$ cat src/rtl/npu_seq_ctrl.sv
// Pass sequencer for the NPU datapath: bias load, N-term accumulate, ReLU,
// PISO load and byte serialisation into the output FIFO with FULL back-pressure.
module npu_seq_ctrl #(
    parameter int CNT_W     = 8,
    parameter int NUM_BYTES = 8
) (
    input  logic             CLKEXT,
    input  logic             RST_GLO_N,
    input  logic             START,
    input  logic             ABORT,
    input  logic [CNT_W-1:0] N_TERMS,
    input  logic             DATA_VALID,
    input  logic             FULL,
    output logic             DATA_READY,
    output logic             CLR_BUF_IN,
    output logic             CLR_PISO_OUT,
    output logic             RST_MAC,
    output logic             EN_BUF_IN,
    output logic             EN_MAC,
    output logic             EN_ReLU,
    output logic             EN_PISO_OUT,
    output logic             SHIFT_OUT,
    output logic             WR_EN,
    output logic             CTR_OUT,
    output logic             OUT_DONE,
    output logic             BUSY,
    output logic [7:0]       PASS_CNT
);
    localparam int BYTE_W = $clog2(NUM_BYTES + 1);

    typedef enum logic [3:0] {
        S_IDLE, S_CLR, S_BIAS, S_LOAD, S_MAC, S_RELU, S_PISO, S_SHIFT, S_DONE
    } state_t;

    state_t            state_q, state_d;
    logic              abort_q, abort_d;
    logic [CNT_W-1:0]  n_q, n_d;
    logic [CNT_W-1:0]  term_cnt_q, term_cnt_d;
    logic [CNT_W-1:0]  term_cnt_inc;
    logic [BYTE_W-1:0] byte_cnt_q, byte_cnt_d;
    logic [7:0]        pass_cnt_q, pass_cnt_d;
    logic              go;

    assign go           = !ABORT;
    assign term_cnt_inc = term_cnt_q + CNT_W'(1);
    assign PASS_CNT     = pass_cnt_q;

    always_ff @(posedge CLKEXT or negedge RST_GLO_N) begin
        if (!RST_GLO_N) begin
            state_q    <= S_IDLE;
            abort_q    <= 1'b0;
            n_q        <= '0;
            term_cnt_q <= '0;
            byte_cnt_q <= '0;
            pass_cnt_q <= '0;
        end else begin
            state_q    <= state_d;
            abort_q    <= abort_d;
            n_q        <= n_d;
            term_cnt_q <= term_cnt_d;
            byte_cnt_q <= byte_cnt_d;
            pass_cnt_q <= pass_cnt_d;
        end
    end

    always_comb begin
        state_d      = state_q;
        abort_d      = abort_q;
        n_d          = n_q;
        term_cnt_d   = term_cnt_q;
        byte_cnt_d   = byte_cnt_q;
        pass_cnt_d   = pass_cnt_q;
        DATA_READY   = 1'b0;
        CLR_BUF_IN   = 1'b0;
        CLR_PISO_OUT = 1'b0;
        RST_MAC      = 1'b0;
        EN_BUF_IN    = 1'b0;
        EN_MAC       = 1'b0;
        EN_ReLU      = 1'b0;
        EN_PISO_OUT  = 1'b0;
        SHIFT_OUT    = 1'b0;
        WR_EN        = 1'b0;
        CTR_OUT      = 1'b0;
        OUT_DONE     = 1'b0;
        BUSY         = (state_q != S_IDLE);

        case (state_q)
            S_IDLE: begin
                if (START && go) begin
                    state_d    = S_CLR;
                    abort_d    = 1'b0;
                    n_d        = (N_TERMS == '0) ? CNT_W'(1) : N_TERMS;
                    term_cnt_d = '0;
                    byte_cnt_d = '0;
                end
            end
            S_CLR: begin
                CLR_BUF_IN   = 1'b1;
                CLR_PISO_OUT = 1'b1;
                abort_d      = 1'b0;
                state_d      = (abort_q || ABORT) ? S_IDLE : S_BIAS;
            end
            S_BIAS: begin
                DATA_READY = 1'b1;
                if (DATA_VALID && go) begin
                    RST_MAC = 1'b1;
                    state_d = S_LOAD;
                end
            end
            S_LOAD: begin
                DATA_READY = 1'b1;
                if (DATA_VALID && go) begin
                    EN_BUF_IN = 1'b1;
                    state_d   = S_MAC;
                end
            end
            S_MAC: begin
                EN_MAC     = go;
                term_cnt_d = term_cnt_inc;
                state_d    = (term_cnt_inc == n_q) ? S_RELU : S_LOAD;
            end
            S_RELU: begin
                EN_ReLU = go;
                state_d = S_PISO;
            end
            S_PISO: begin
                EN_PISO_OUT = go;
                state_d     = S_SHIFT;
            end
            S_SHIFT: begin
                CTR_OUT = 1'b1;
                // FIFO write and PISO shift must stay coincident, so both stall on FULL
                if (!FULL && go) begin
                    WR_EN      = 1'b1;
                    SHIFT_OUT  = 1'b1;
                    byte_cnt_d = byte_cnt_q + BYTE_W'(1);
                    if (byte_cnt_q == BYTE_W'(NUM_BYTES - 1)) begin
                        state_d = S_DONE;
                    end
                end
            end
            S_DONE: begin
                if (go) begin
                    OUT_DONE   = 1'b1;
                    pass_cnt_d = pass_cnt_q + 8'd1;
                end
                state_d = S_IDLE;
            end
            default: state_d = S_IDLE;
        endcase

        // Abort overrides every transition; CLR then drops back to IDLE
        if (ABORT && state_q != S_IDLE && state_q != S_CLR) begin
            state_d = S_CLR;
            abort_d = 1'b1;
        end
    end
endmodule

$ cat config.mk
export PLATFORM = sky130hd
export DESIGN_NAME = npu_seq_ctrl
export DESIGN_NICKNAME = d
export VERILOG_FILES = /design/src/rtl/npu_seq_ctrl.sv
export SDC_FILE = /design/constraint.sdc
export NUM_CORES = 1
export LEC_CHECK = 0
export BUFFER_PORTS_ARGS = -buffer_cell sky130_fd_sc_hd__clkbuf_2
export CORE_UTILIZATION = 42
export DETAILED_ROUTE_END_ITERATION = 10
export GPL_TIMING_DRIVEN = 1
export HOLD_SLACK_MARGIN = 0.1
export SKIP_CTS_REPAIR_TIMING = 1
export SYNTH_ARGS = -nofsm -noshare
export SYNTH_HDL_FRONTEND = slang
export SYNTH_SLANG_ARGS = --single-unit
$ cat constraint.sdc
create_clock -name CLKEXT -period 4.3 [get_ports CLKEXT]
set_input_delay 0.43 -clock CLKEXT [delete_from_list [all_inputs] [get_ports CLKEXT]]
set_output_delay 0.43 -clock CLKEXT [all_outputs]
set_load 0.02 [all_outputs]
==> impl_metrics.toml, run 1 <==
[yosys]
ys.flop_type = "dfrtp_1"
yosysWarnings = 0
synthTopCellsByArea = "dfrtp_1 (42%), nand2_1 (7.5%), xnor2_1 (6.3%)"
synth.top_cell.area_share_pct = 42.4
synth_cell_types = 52
synth_cells = 211
synthArstFlopShare_pct = 100
yosysSeqAreaShare_pct = 42.4
synth_top_area_cell = "dfrtp_1"
synth_seq_cells = 33
avgSynthCellArea_um2 = 9.23
synth-edff-count = 0
synth_nets = 228
synth_commonest_cells = "nand2_1 (39), dfrtp_1 (33), nor2_1 (15)"
syn_area_um2 = 1950
yosysMostFrequentCell = "nand2_1"

[global_routing]
antenna_found_initial = 0
grt_pass1_wl_mm = 7.11
grt_overflow = 0
grt_max_degree = 34
gr-usage-all-layers_pct = 18.6
grt_pass1_vias = 1557

[setup_path]
critPathMaxStageDelay_ps = 630
path_cells = "or3b_4 > nor3_4 > clkbuf_2"
crit_cells = 3
startpoint_type = "flop"
crit_required_ps = 3870
critical_path_class = "reg -> out"
ff2ff_setup_slack_ps = 2330
crit_family = "simple AND/OR/NAND/NOR gates"
critPathLaunch = "state_q[2]$_DFFE_PN0P_"
cp-endpoint = "SHIFT_OUT"
cp_max_fo = 12
path_buf_inv = 1
end_kind = "output port"
r2r-end = "state_q[1]$_DFFE_PN0P_"
reg2reg_from = "term_cnt_q[0]$_DFFE_PN0P_"
critPathArrivalTime_ps = 1880
critPathSlowestCell = "dfrtp_1"
reg2reg_depth = 6

[clocking]
clk_latency_ps = 290
cts_root_buf = "clkbuf_8"
path_clk_slew_ps = 70
clock_sinks = 33
cts_tree = "built"
clock_path_buffers = 2
cts_buffers = 5
h-tree-depth = 2

[floorplan]
rows = 24
dieArea_um2 = 4910
die_w_um = 70.1
fp.coreArea_um2 = 4410
start_util_pct = 44.1
ios = 35
die_h_um = 70.1

[routing]
viasPerCell = 5.36
drt_iter0_drc = 141
drcViolationCount = 0
vias = 1576
wl_per_cell_um = 13.7
ant_nets = 0
firstDrtPassIters = 4
wl_mm = 4.04

[final_layout]
nets = 258
syn_to_final_growth_pct = 13.8
n_antenna_cell = 0
final_area_um2 = 2220
postLayoutCoreUtil_pct = 50.2
fillers = 428
drive_above_1_share_pct = 25.2

[placed_design]
postPlaceCellArea_um2 = 2120
place_congestion = 0.858
io_buffer_count = 34
post-place-ws_ps = 2290
dp_hpwl_mm = 2.99

[sta]
fin_crit_ps = 2310
clock.fmax_mhz = 433
setup_viol = 0
hold_viol = 0
worst_slack_ps = 1990
finClkSkew_ps = 7.13
slew_viol_final = 0
setup-tns-final_ps = 0
relSlewSlack_pct = 44.5
fin_crit_sh_pct = 53.7
worstMarginPinSlew_ps = 832
rsz0062_at_grt = "no"

[min_path]
hp-class = "in -> async"

[power_and_ir_drop]
power_density_nw_per_um2 = 526
p_leak_nw = 1.05
total_power_mw = 1.17
vdd_drop_max_mv = 0.159

[job]
cap_violations = 0

[status]
status = "finished clean"
report_power, final:
part / total, mW / leakage [nW] / internal [mW] / switching (mW)
logic: 0.439 / 0.552 / 0.201 / 0.238
registers: 0.469 / 0.444 / 0.376 / 0.0930
clock network: 0.258 / 0.0542 / 0.145 / 0.113
total: 1.17 / 1.05 / 0.722 / 0.444
logic make-up (layout without fill, tap and decap cells):
logic type | after synthesis | in the layout | share of synthesized area (%)
fa+ha+maj | 3 | 3 | 1.93
mux | 3 | 3 | 1.86
xor+xnor | 20 | 20 | 8.99
flops | 33 | 33 | 42.4
buf+inv | 14 | 45 | 4.05
simple gates | 103 | 103 | 28.8
compound gates | 35 | 35 | 11.9
metal layers:
metal  share of wire (%)  vias to the layer above  GRT usage (%)  wire length (um)
met3                 5.2                        7           3.90               209
met2                  45                       49           26.6              1820
li1                    -                      783              -                 -
met4                 1.4                        0           10.9                58
met1                  48                      737           26.1              1950
met5                   0                        -              0                 0
final cells by class:
type	instances	area (um2)	share of cell area [%]
Clock buffer	7	96.3	4.35
Sequential cell	33	826	37.2
Timing Repair Buffer	34	170	7.67
Inverter	3	11.3	0.508
Tap cell	52	65.1	2.93
Clock inverter	1	5.00	0.226
Multi-Input combinational cell	164	1040	47.1
worst min-delay path by stage:
stage / to / slack, ps
final: n_q[1]$_DFFE_PN0P_ / 240
after global routing: n_q[1]$_DFFE_PN0P_ / 290
after CTS: state_q[1]$_DFFE_PN0P_ / 270
after detailed placement: PASS_CNT[7]$_DFFE_PN0P_ / 470
after global placement: PASS_CNT[7]$_DFFE_PN0P_ / 460
after floorplan: PASS_CNT[0]$_DFFE_PN0P_ / 130
flip-flops by register name (all words and copies together) (netlist names):
name and cells:
state_q 4, byte_cnt_q 4, PASS_CNT 8, abort_q 1, term_cnt_q 8, n_q 8
cells in the final DEF, fill, tap and decap left out, types with 2 or more instances in the layout:
cell type	instances
clkbuf_8	7
nor2_1	15
nor4_1	2
nor3_1	6
and2_1	4
o31ai_1	2
dfrtp_1	33
xnor2_1	14
xor2_1	6
or3_4	2
nor2_2	3
nand2_1	39
or3_1	2
a21oi_1	5
nand3_2	2
nand4_1	4
clkbuf_2	34
nand2b_1	8
inv_1	3
nand3_1	6
ha_1	3
o21ai_0	12
o21bai_1	2
metrics by stage:
| step | hold slack (ps) | cells |
|---|---|---|
| 6_report | 240 | 294 |
| 5_1_grt | 291 | 294 |
| 4_1_cts | 269 | 294 |
| 3_5_place_dp | 466 | 286 |
| 3_3_place_gp | 459 | 286 |
| 2_1_floorplan | 134 | 211 |
Power figures use the tool's default switching activity.
==> run 2, diff against run 1 <==
Settings changed: ABC_AREA set to 1.
Clock period 4.3 ns to 2.25 ns, I/O delays scaled along.
==> impl_metrics.toml, run 2 <==
[status]
status = "finished with violations"
violations = "design-rule violations"

[final_layout]
multi_input_area_um2 = 982
drive_above_1_share_pct = 20.1
n_antenna_cell = 0
nets = 325
fillers = 458
mostFrequentLayoutCells = "nand2_1 (64), inv_1 (38), nand3_1 (34), clkbuf_2 (34), dfrtp_1 (33)"
syn_to_final_growth_pct = 15.2
seq_area_um2 = 826
final_common_cell = "nand2_1"

[job]
cap_violations = 0

[clocking]
path_clk_slew_ps = 60
h-tree-depth = 2
cts_tree = "built"
clock_path_buffers = 2
clk_latency_ps = 290
clock_sinks = 33
cts_buffers = 5
cts_root_buf = "clkbuf_8"

[yosys]
synthTopCellsByArea = "dfrtp_1 (41%), nand2_1 (12%), nand3_1 (8.5%)"
synth-simple-area-share_pct = 35.8
synth_top_family_by_area = "simple AND/OR/NAND/NOR gates"
yosysMostFrequentCell = "nand2_1"
yosys.area_share.xor_xnor_pct = 3.95
ys.flop_type = "dfrtp_1"
synth_cell_types = 30
avgSynthCellArea_um2 = 7.42
yosysWarnings = 0
synth_compound_area_share_pct = 7.58
synth.area.mux_share_pct = 0
synth.top_cell.area_share_pct = 41.4
syn_area_um2 = 2000
synth_cells = 269
synth-edff-count = 0
synthArstFlopShare_pct = 100
yosysSeqAreaShare_pct = 41.4
synth_nets = 286
synth_top_area_cell = "dfrtp_1"
synth-adder-area-share_pct = 1.88
synth_seq_cells = 33
synth_commonest_cells = "nand2_1 (64), inv_1 (38), nand3_1 (34)"

[sta]
worstMarginPinSlew_ps = 859
fin_crit_sh_pct = 87.1
relSlewSlack_pct = 42.7
setup-tns-final_ps = 0
clock.fmax_mhz = 510
slew_viol_final = 0
finClkSkew_ps = 3.42
rsz0062_at_grt = "no"
setup_viol = 0
worst_slack_ps = 291
fin_crit_ps = 1960
hold_viol = 0

[power_and_ir_drop]
power_density_nw_per_um2 = 1110
p_switching_mw = 1.15
vdd_drop_max_mv = 0.474
p_comb_share_pct = 44.9
p_leak_nw = 1.23
switching_share_pct = 44.9
p_int_mw = 1.41
power.share.sequential_pct = 38.2
clockPowerShare_pct = 16.9

[routing]
vias = 1829
viasPerCell = 5.07
drt_iter0_drc = 63
drcViolationCount = 1
wl_per_cell_um = 12.5
wl_mm = 4.50
firstDrtPassIters = 9
ant_nets = 0

[floorplan]
fp.coreArea_um2 = 4470
die_w_um = 71.0
rows = 24
ios = 35
dieArea_um2 = 5030
start_util_pct = 44.6
die_h_um = 71.0

[placed_design]
post-place-ws_ps = 478
dp_hpwl_mm = 3.45
io_buffer_count = 34
place_congestion = 0.813

[setup_path]
end_kind = "output port"
crit_required_ps = 2030
startpoint_type = "flop"
cp_max_fo = 5
critPathArrivalTime_ps = 1730
critical_path_class = "reg -> out"

[global_routing]
gr-usage-all-layers_pct = 19.5
grt_pass1_vias = 1757
grt_pass1_wl_mm = 7.59
antenna_found_initial = 0
grt_overflow = 0
grt_max_degree = 34

[min_path]
hp-class = "in -> async"
==> run 2: power groups by stage <==
| stage | clock, mW | sequential [mW] | combinational, mW |
|---|---|---|---|
| after floorplan | 0 | 0.943 | 0.903 |
| after global placement | 0 | 0.983 | 1.14 |
| after detailed placement | 0 | 0.986 | 1.15 |
| after CTS | 0.447 | 0.975 | 1.15 |
| after global routing | 0.464 | 1.01 | 1.32 |
| final | 0.431 | 0.977 | 1.15 |
==> run 2: worst max-delay path, stage by stage (launching register included) <==
cell and delay (ps):
dfrtp_1 440, inv_1 110, nor2_2 130, inv_1 90, nor2_2 220, inv_1 150
nor2_1 120, clkbuf_2 180
==> run 2: routing by layer <==
layer | share of wire (%) | GRT usage, %
met5 | 0 | 0
met4 | 1.9 | 8.67
met3 | 3.2 | 3.99
met2 | 46 | 31.1
met1 | 49 | 25.7
==> run 2: path summary, 6_finish.rpt <==
path | slack (ps) | depth (start not counted) | endpoint | from
hold reg to reg | 470 | 1 | PASS_CNT[7]$_DFFE_PN0P_ | PASS_CNT[7]$_DFFE_PN0P_
max in group asynchronous | 1670 | 1 | n_q[0]$_DFFE_PN0P_ | RST_GLO_N
setup reg to reg | 450 | 11 | state_q[2]$_DFFE_PN0P_ | term_cnt_q[0]$_DFFE_PN0P_
min in group CLKEXT | 160 | 3 | n_q[1]$_DFFE_PN0P_ | N_TERMS[1]
setup / recovery | 290 | 7 | EN_MAC | state_q[2]$_DFFE_PN0P_
hold / removal | 40 | 1 | term_cnt_q[7]$_DFFE_PN0P_ | RST_GLO_N
==> run 2: through the flow <==
| step | total power, mW | cell area (um2) | utilization [%] | hold WS, ps | std cells |
|---|---|---|---|---|---|
| after global placement | 2.13 | 2220 | 49.6 | 389 | 353 |
| after global routing | 2.79 | 2300 | 51.4 | 116 | 361 |
| after floorplan | 1.85 | 2000 | - | -70.6 | 269 |
| after detailed placement | 2.14 | 2220 | 49.6 | 384 | 353 |
| after CTS | 2.58 | 2300 | 51.4 | 75.8 | 361 |
| final | 2.56 | 2300 | 51.4 | 37.6 | 361 |
==> run 2: cells by family (layout without fill, tap and decap cells) <==
| family | Yosys count | count (layout) |
|---|---|---|
| buf+inv | 48 | 88 |
| fa+ha+maj | 3 | 3 |
| flops | 33 | 33 |
| compound gates | 26 | 26 |
| xor+xnor | 9 | 9 |
| simple gates | 150 | 150 |
==> run 2: final cells by class <==
cell class / instances / area share (%)
clock buffer: 8 / 3.48
multi-input combinational: 188 / 42.7
timing repair buffer: 35 / 7.73
inverter: 45 / 7.34
sequential: 33 / 35.9
tap: 52 / 2.83
